$ cat config.mk
export PLATFORM = sky130hd
export DESIGN_NAME = axi4_lite_slave_regs
export DESIGN_NICKNAME = d
export VERILOG_FILES = /design/src/rtl/axi4_lite_pkg.sv /design/src/rtl/axi4_lite_strb_merge.sv /design/src/rtl/axi4_lite_slave_regs.sv
export SDC_FILE = /design/constraint.sdc
export NUM_CORES = 1
export LEC_CHECK = 0
export ABC_CLOCK_PERIOD_IN_PS = 3100
export BUFFER_PORTS_ARGS = -buffer_cell sky130_fd_sc_hd__buf_2
export CELL_PAD_IN_SITES_DETAIL_PLACEMENT = 1
export CELL_PAD_IN_SITES_GLOBAL_PLACEMENT = 2
export CORE_MARGIN = 4
export CORE_UTILIZATION = 34
export CTS_BUF_LIST = sky130_fd_sc_hd__clkbuf_8
export CTS_CLUSTER_SIZE = 12
export DETAILED_ROUTE_END_ITERATION = 10
export GPL_ROUTABILITY_DRIVEN = 0
export PLACE_DENSITY_LB_ADDON = 0.12
export SYNTH_ARGS = -nofsm -noshare
export SYNTH_HDL_FRONTEND = slang
export SYNTH_HIERARCHICAL = 1
export SYNTH_SLANG_ARGS = --single-unit
$ cat constraint.sdc
create_clock -name system_clock -period 3.1 [get_ports system_clock]
set_input_delay 0.62 -clock system_clock [delete_from_list [all_inputs] [get_ports system_clock]]
set_output_delay 0.62 -clock system_clock [all_outputs]
set_load 0.02 [all_outputs]
$ cat src/rtl/axi4_lite_pkg.sv
// Shared types for the AXI4-Lite register slave: response codes and FSM states.
package axi4_lite_pkg;

   typedef enum logic [1:0] {
      OKAY   = 2'b00,
      SLVERR = 2'b10
   } resp_t;

   typedef enum logic {
      W_IDLE,
      W_RESP
   } wstate_t;

   typedef enum logic {
      R_IDLE,
      R_DATA
   } rstate_t;

endpackage

$ cat src/rtl/axi4_lite_strb_merge.sv
// Byte-strobe merge: each strobed byte takes the new write data, others keep the old value.
module axi4_lite_strb_merge #(
   parameter int DATA = 32
) (
   input  logic [DATA-1:0]   i_old,
   input  logic [DATA-1:0]   i_wdata,
   input  logic [DATA/8-1:0] i_wstrb,
   output logic [DATA-1:0]   o_new
);

   always_comb begin
      o_new = i_old;
      for (int i = 0; i < DATA / 8; i++) begin
         if (i_wstrb[i]) o_new[i*8 +: 8] = i_wdata[i*8 +: 8];
      end
   end

endmodule

$ cat src/rtl/axi4_lite_slave_regs.sv
// AXI4-Lite slave exposing NUM_REGS 32-bit registers with independent read/write FSMs.
// Optional AxPROT[0] privilege check enabled by defining AXI4_LITE_SLAVE_PROT_CHECK_EN.
module axi4_lite_slave_regs
   import axi4_lite_pkg::*;
#(
   parameter int ADDR     = 32,
   parameter int DATA     = 32,
   parameter int NUM_REGS = 8
) (
   input  logic                     system_clock,
   input  logic                     reset,
   input  logic                     AWVALID,
   output logic                     AWREADY,
   input  logic [ADDR-1:0]          AWADDR,
   input  logic [1:0]               AWPROT,
   input  logic                     WVALID,
   output logic                     WREADY,
   input  logic [DATA-1:0]          WDATA,
   input  logic [DATA/8-1:0]        WSTRB,
   output logic                     BVALID,
   input  logic                     BREADY,
   output logic [1:0]               BRESP,
   input  logic                     ARVALID,
   output logic                     ARREADY,
   input  logic [ADDR-1:0]          ARADDR,
   input  logic [1:0]               ARPROT,
   output logic                     RVALID,
   input  logic                     RREADY,
   output logic [DATA-1:0]          RDATA,
   output logic [1:0]               RRESP,
   output logic [NUM_REGS*DATA-1:0] regs_o
);

   localparam int IDX_W = $clog2(NUM_REGS);

   wstate_t           r_wstate, w_wstate_nxt;
   rstate_t           r_rstate, w_rstate_nxt;
   logic              r_aw_held, r_w_held;
   logic [ADDR-1:0]   r_awaddr;
   logic              r_aw_prot0;
   logic [DATA-1:0]   r_wdata;
   logic [DATA/8-1:0] r_wstrb;
   resp_t             r_bresp, r_rresp;
   logic [DATA-1:0]   r_rdata;
   logic [DATA-1:0]   r_regs [NUM_REGS];

   logic              w_aw_hs, w_w_hs, w_ar_hs, w_do_write;
   logic              w_wr_err, w_rd_err;
   logic [IDX_W-1:0]  w_widx, w_ridx;
   logic [DATA-1:0]   w_merged;
   logic              w_unused;

   assign w_aw_hs    = AWVALID & AWREADY;
   assign w_w_hs     = WVALID & WREADY;
   assign w_ar_hs    = ARVALID & ARREADY;
   assign w_do_write = (r_wstate == W_IDLE) & r_aw_held & r_w_held;
   assign w_widx     = r_awaddr[2 +: IDX_W];
   assign w_ridx     = ARADDR[2 +: IDX_W];

   // Any address bit above the register window makes the access out of range.
`ifdef AXI4_LITE_SLAVE_PROT_CHECK_EN
   assign w_wr_err = (|(r_awaddr >> (IDX_W + 2))) | ~r_aw_prot0;
   assign w_rd_err = (|(ARADDR >> (IDX_W + 2))) | ~ARPROT[0];
   assign w_unused = ^{AWPROT[1], ARPROT[1], r_awaddr[1:0], ARADDR[1:0]};
`else
   assign w_wr_err = |(r_awaddr >> (IDX_W + 2));
   assign w_rd_err = |(ARADDR >> (IDX_W + 2));
   assign w_unused = ^{AWPROT[1], ARPROT, r_aw_prot0, r_awaddr[1:0], ARADDR[1:0]};
`endif

   axi4_lite_strb_merge #(
      .DATA (DATA)
   ) u_strb_merge (
      .i_old   (r_regs[w_widx]),
      .i_wdata (r_wdata),
      .i_wstrb (r_wstrb),
      .o_new   (w_merged)
   );

   always_ff @(posedge system_clock) begin
      if (reset) begin
         r_wstate <= W_IDLE;
         r_rstate <= R_IDLE;
      end else begin
         r_wstate <= w_wstate_nxt;
         r_rstate <= w_rstate_nxt;
      end
   end

   always_comb begin
      w_wstate_nxt = r_wstate;
      unique case (r_wstate)
         W_IDLE: if (r_aw_held && r_w_held) w_wstate_nxt = W_RESP;
         W_RESP: if (BREADY) w_wstate_nxt = W_IDLE;
      endcase
      w_rstate_nxt = r_rstate;
      unique case (r_rstate)
         R_IDLE: if (ARVALID) w_rstate_nxt = R_DATA;
         R_DATA: if (RREADY) w_rstate_nxt = R_IDLE;
      endcase
   end

   always_comb begin
      AWREADY = (r_wstate == W_IDLE) && !r_aw_held;
      WREADY  = (r_wstate == W_IDLE) && !r_w_held;
      BVALID  = (r_wstate == W_RESP);
      BRESP   = r_bresp;
      ARREADY = (r_rstate == R_IDLE);
      RVALID  = (r_rstate == R_DATA);
      RDATA   = r_rdata;
      RRESP   = r_rresp;
   end

   always_ff @(posedge system_clock) begin
      if (reset) begin
         r_aw_held  <= 1'b0;
         r_w_held   <= 1'b0;
         r_awaddr   <= '0;
         r_aw_prot0 <= 1'b0;
         r_wdata    <= '0;
         r_wstrb    <= '0;
         r_bresp    <= OKAY;
         r_rdata    <= '0;
         r_rresp    <= OKAY;
         for (int k = 0; k < NUM_REGS; k++) r_regs[k] <= '0;
      end else begin
         if (w_aw_hs) begin
            r_aw_held  <= 1'b1;
            r_awaddr   <= AWADDR;
            r_aw_prot0 <= AWPROT[0];
         end
         if (w_w_hs) begin
            r_w_held <= 1'b1;
            r_wdata  <= WDATA;
            r_wstrb  <= WSTRB;
         end
         if (w_do_write) begin
            r_bresp <= w_wr_err ? SLVERR : OKAY;
            if (!w_wr_err) r_regs[w_widx] <= w_merged;
         end
         if ((r_wstate == W_RESP) && BREADY) begin
            r_aw_held <= 1'b0;
            r_w_held  <= 1'b0;
         end
         // Reads sample r_regs before any same-edge write lands.
         if (w_ar_hs) begin
            r_rdata <= w_rd_err ? '0 : r_regs[w_ridx];
            r_rresp <= w_rd_err ? SLVERR : OKAY;
         end
      end
   end

   for (genvar k = 0; k < NUM_REGS; k++) begin : g_regs_o
      assign regs_o[k*DATA +: DATA] = r_regs[k];
   end

endmodule

### Word level (Yosys, flattened, before mapping)

Memory sizes are Yosys's and may differ from the RTL's.
Cells that the tools add are included.

* eq/ne operators: 4
* muxes and demuxes: 22
* bitwise operators: 7
* reductions and logical operators: 14

Operators by type and width (number)
* $mux 32: 2
* $reduce_or 27->1: 2
* $mux 8: 4
* $reduce_or 32->1: 1
* $mux 1: 10
* $reduce_and 2->1: 4
* $and 1x1->1: 5
* $logic_and 1x1->1: 4
* $mux 2: 2
* $mux 4: 1
* $ne 1x1->1 const B: 4
* $pmux 1 s2: 2
* $mux 3: 1
* $logic_not 1->1: 2
* $not 1->1: 2
* $reduce_or 2->1: 1

* memories kept: 1
* output and inout port bits: 297
* RAM bits: 256
* logic and storage cells: 58
* bits of input ports: 111
* flip-flop bits (word level): 108

Memory list
* r_regs: depth 8, bits a word 32, read ports 9, clocked after Yosys merged registers in 0, wr ports 8, line axi4_lite_slave_regs.sv:45 `logic [DATA-1:0] r_regs [NUM_REGS];`

### Depth between registers and ports, before layout

* depth in word-level cells: 9
* gate-level depth with buffers: 6

### By module

The synthesis kept the hierarchy.

By module, submodules not included
* axi4_lite_slave_regs: area each 17406.7 um2, sequential area each 9829.4 um2, instances 1, cells an instance 1279
* axi4_lite_strb_merge: area each 525.5 um2, sequential area each 0.0 um2, instances 1, cells an instance 36

### Worst setup path after synthesis

OpenSTA, ideal clock, no wires.

* kind: register -> register
* from: register r_wstate (netlist: BVALID)
* to: memory r_regs[6][0] (enable)
* path slack: -0.407 ns
* setup time: 0.428 ns
* arrival: 3.079 ns
* required time: 2.672 ns
* period minus slack after synthesis: 3.507 ns
* cell stages (with the launch flop): 6
* cell sequence: dfxtp_1 -> and3b_1 -> nand4_1 -> buf_6 -> or3_2 -> o21bai_1

RTL lines
* start: declaration: line axi4_lite_slave_regs.sv:36 `wstate_t r_wstate, w_wstate_nxt;`
* start signal: assignment: line axi4_lite_slave_regs.sv:85 `r_wstate <= w_wstate_nxt;`
* end: declaration: line axi4_lite_slave_regs.sv:45

==> impl_metrics.ini <==
[grt]
grt_max_degree = 43
first_global_vias = 13900
grt_usage_pct = 23.6
overflow = 0
antenna_found_initial = 2
grt_pass1_wl_mm = 97.1

[finish]
multi_input_area_sq_mm = 0.00765
stdcell_count = 2472
area_growth_syn_to_layout_pct = 24.1
num-fill-cells = 5526
drive_gt1_share_pct = 47.2
mostFrequentLayoutCells = buf_2, edfxtp_1, and2_1
nets = 1850
seqCellArea_sq_mm = 0.00984
final_core_util_pct = 43.0
final_common_cell = buf_2

[synthesis]
synth.avg_cell_area_sq_um = 13.6
syn-cell-area_sq_mm = 0.0179
syn_inst = 1315
yosys_register_bits = 363
ys_types = 35
synth.yosys.warnings = 6
seq_area_frac_synth_pct = 54.8

[setup_path]
timing.reg2reg.setup_slack_ns = 0.64
crit_arrival_ns = 2.84
timing.rr.end = r_regs[2][28]
critical_path_class = register to register
r2r_cells = 5
cp_max_fo = 16
worst-endpoint-required_ns = 3.48
start_kind = register
cp-end-kind = register

[worst_hold_path]
whs_path_depth = 2
hp-start = RREADY
worstHoldPathType = primary input to register
min_to = RVALID

[sta]
tightest_slew_ns = 0.853
min_period_ns = 2.46
setup_viol = 0
hold_viol = 0
post-route-period-util_pct = 79.4
fmax_ghz = 0.406
worst_slack_ns = 0.638
drv_slew = 0
whs_ns = 0.202
relSlewSlack_pct = 43.1
clock-skew-final_ns = 0.0316
grt_setup_unrepaired = no
setup_tns_ns = 0

[floorplanning]
die_w_um = 238
core_area_sq_mm = 0.0517
rows = 83
ios = 408
die_area_sq_mm = 0.0565
chipHeight_um = 238
start_util_pct = 34.7

[placed_design]
hpwl_mm = 46.9
dp_cells = 2350
dp_slack_ns = 0.598
buffer_ports.inserted = 397

[clock_tree]
tritoncts = built
cts.sinks = 363
cts_buffer_depth = 3
worstSkewPairLatency_ns = 0.63
clk_pin_slew_ns = 0.05
post_cts_resized = 0
root_buffer = clkbuf_8
cts_buffers = 67
cts_hold_buf = 0
cts.repair_timing.setup_buffer_count = 0
htree_levels = 3

[routing]
antenna_left = 0
vias_per_cell = 5.27
drt_pass1_iterations = 5
drt_iter0_markers = 953
postRouteWirelength_mm = 68.4
drc = 0
route.vias.total = 13000
wl_per_cell_um = 27.7

[outcome]
status = finished, final reports clean

[pwr]
power_density_mw_per_mm2 = 509
ir_drop_v = 0.000224
p_leak_nw = 9.09

[flow_run]
drv_cap = 0
==> final cells by class <==
cell class	count	share of cell area, %
clock inverters	44	0.776
repair buffers	458	12.0
inverters	3	0.0506
well taps	680	3.82
diodes	1	0.0112
clock buffers	77	4.76
flip-flops and latches	363	44.2
multi-input cells	846	34.4
==> metrics by stage <==
stage	power, mW	area (sq um)
3_5_place_dp	7.15	21000
2_1_floorplan	6.51	17900
4_1_cts	11.5	22300
5_1_grt	11.8	22300
6_report	11.3	22300
3_3_place_gp	7.13	21000
==> how the worst max path moves through the flow <==
stage	from	endpoint	slack, ns	cells after the start
after floorplan	BVALID	r_regs[6][0]	-0.41	5
after global placement	register	r_regs[0][26]	0.61	5
after detailed placement	register	r_regs[2][28]	0.60	5
after CTS	r_awaddr[13]	r_regs[3][10]	0.60	6
after global routing	r_awaddr[13]	r_regs[3][5]	0.46	6
final	register	r_regs[2][28]	0.64	5
==> metal layers <==
metal	vias to the layer above	global-route usage [%]	share of wire, %
li1	5700	-	-
met1	6805	30.0	42
met2	419	41.0	51
met3	111	4.70	5.2
met4	0	6.53	2.6
met5	-	0	0
==> report_power, final <==
group          total (mW)  switching, mW  internal [mW]
clock                4.29           2.03           2.25
combinational        1.48          0.845          0.630
sequential           5.56          0.200           5.36
total                11.3           3.08           8.24
==> cell families after synthesis <==
kind of cell | Yosys count | synth area share, %
other cells | 1 | 0.0209
flops | 363 | 54.8
buf+inv | 107 | 2.90
mux | 224 | 22.6
simple gates | 510 | 16.5
compound gates | 110 | 3.21
==> synthesized netlist by cell type, drive strengths merged <==
cell type  number  area share [%]
and2          256             9.5
buf            31             1.2
nand4           4            0.14
mux4          128              16
nor4           20             1.3
a31o            2           0.098
conb            1           0.021
nand2b          4            0.14
or2             2           0.070
or3            33             1.2
nor3            6            0.17
nand2         167             3.5
nor2           11            0.23
o21bai          2           0.084
or2b            1           0.042
mux2i          32             1.8
a211oi          1           0.042
and3b           1           0.049
dfxtp         107              12
clkbuf         73             1.7
inv             3           0.063
a21oi         101             2.8
mux2           64             4.7
a21o            4            0.17
nor2b           5            0.17
edfxtp        256              43
==> worst max-delay path, cell delays in order (launching register included) <==
cell	delay [ns]
dfxtp_4	0.63
buf_4	0.30
mux4_2	0.51
mux2_2	0.28
mux2_4	0.31
and2_2	0.18
==> sequential cells by signal, summed over array words and instances (netlist names), 4 cells and up, named ones only <==
| signal | count |
|---|---|
| RDATA | 32 |
| r_awaddr | 30 |
| r_regs | 256 |
| r_wdata | 32 |
| r_wstrb | 4 |
(Power assumes the default switching activity.)
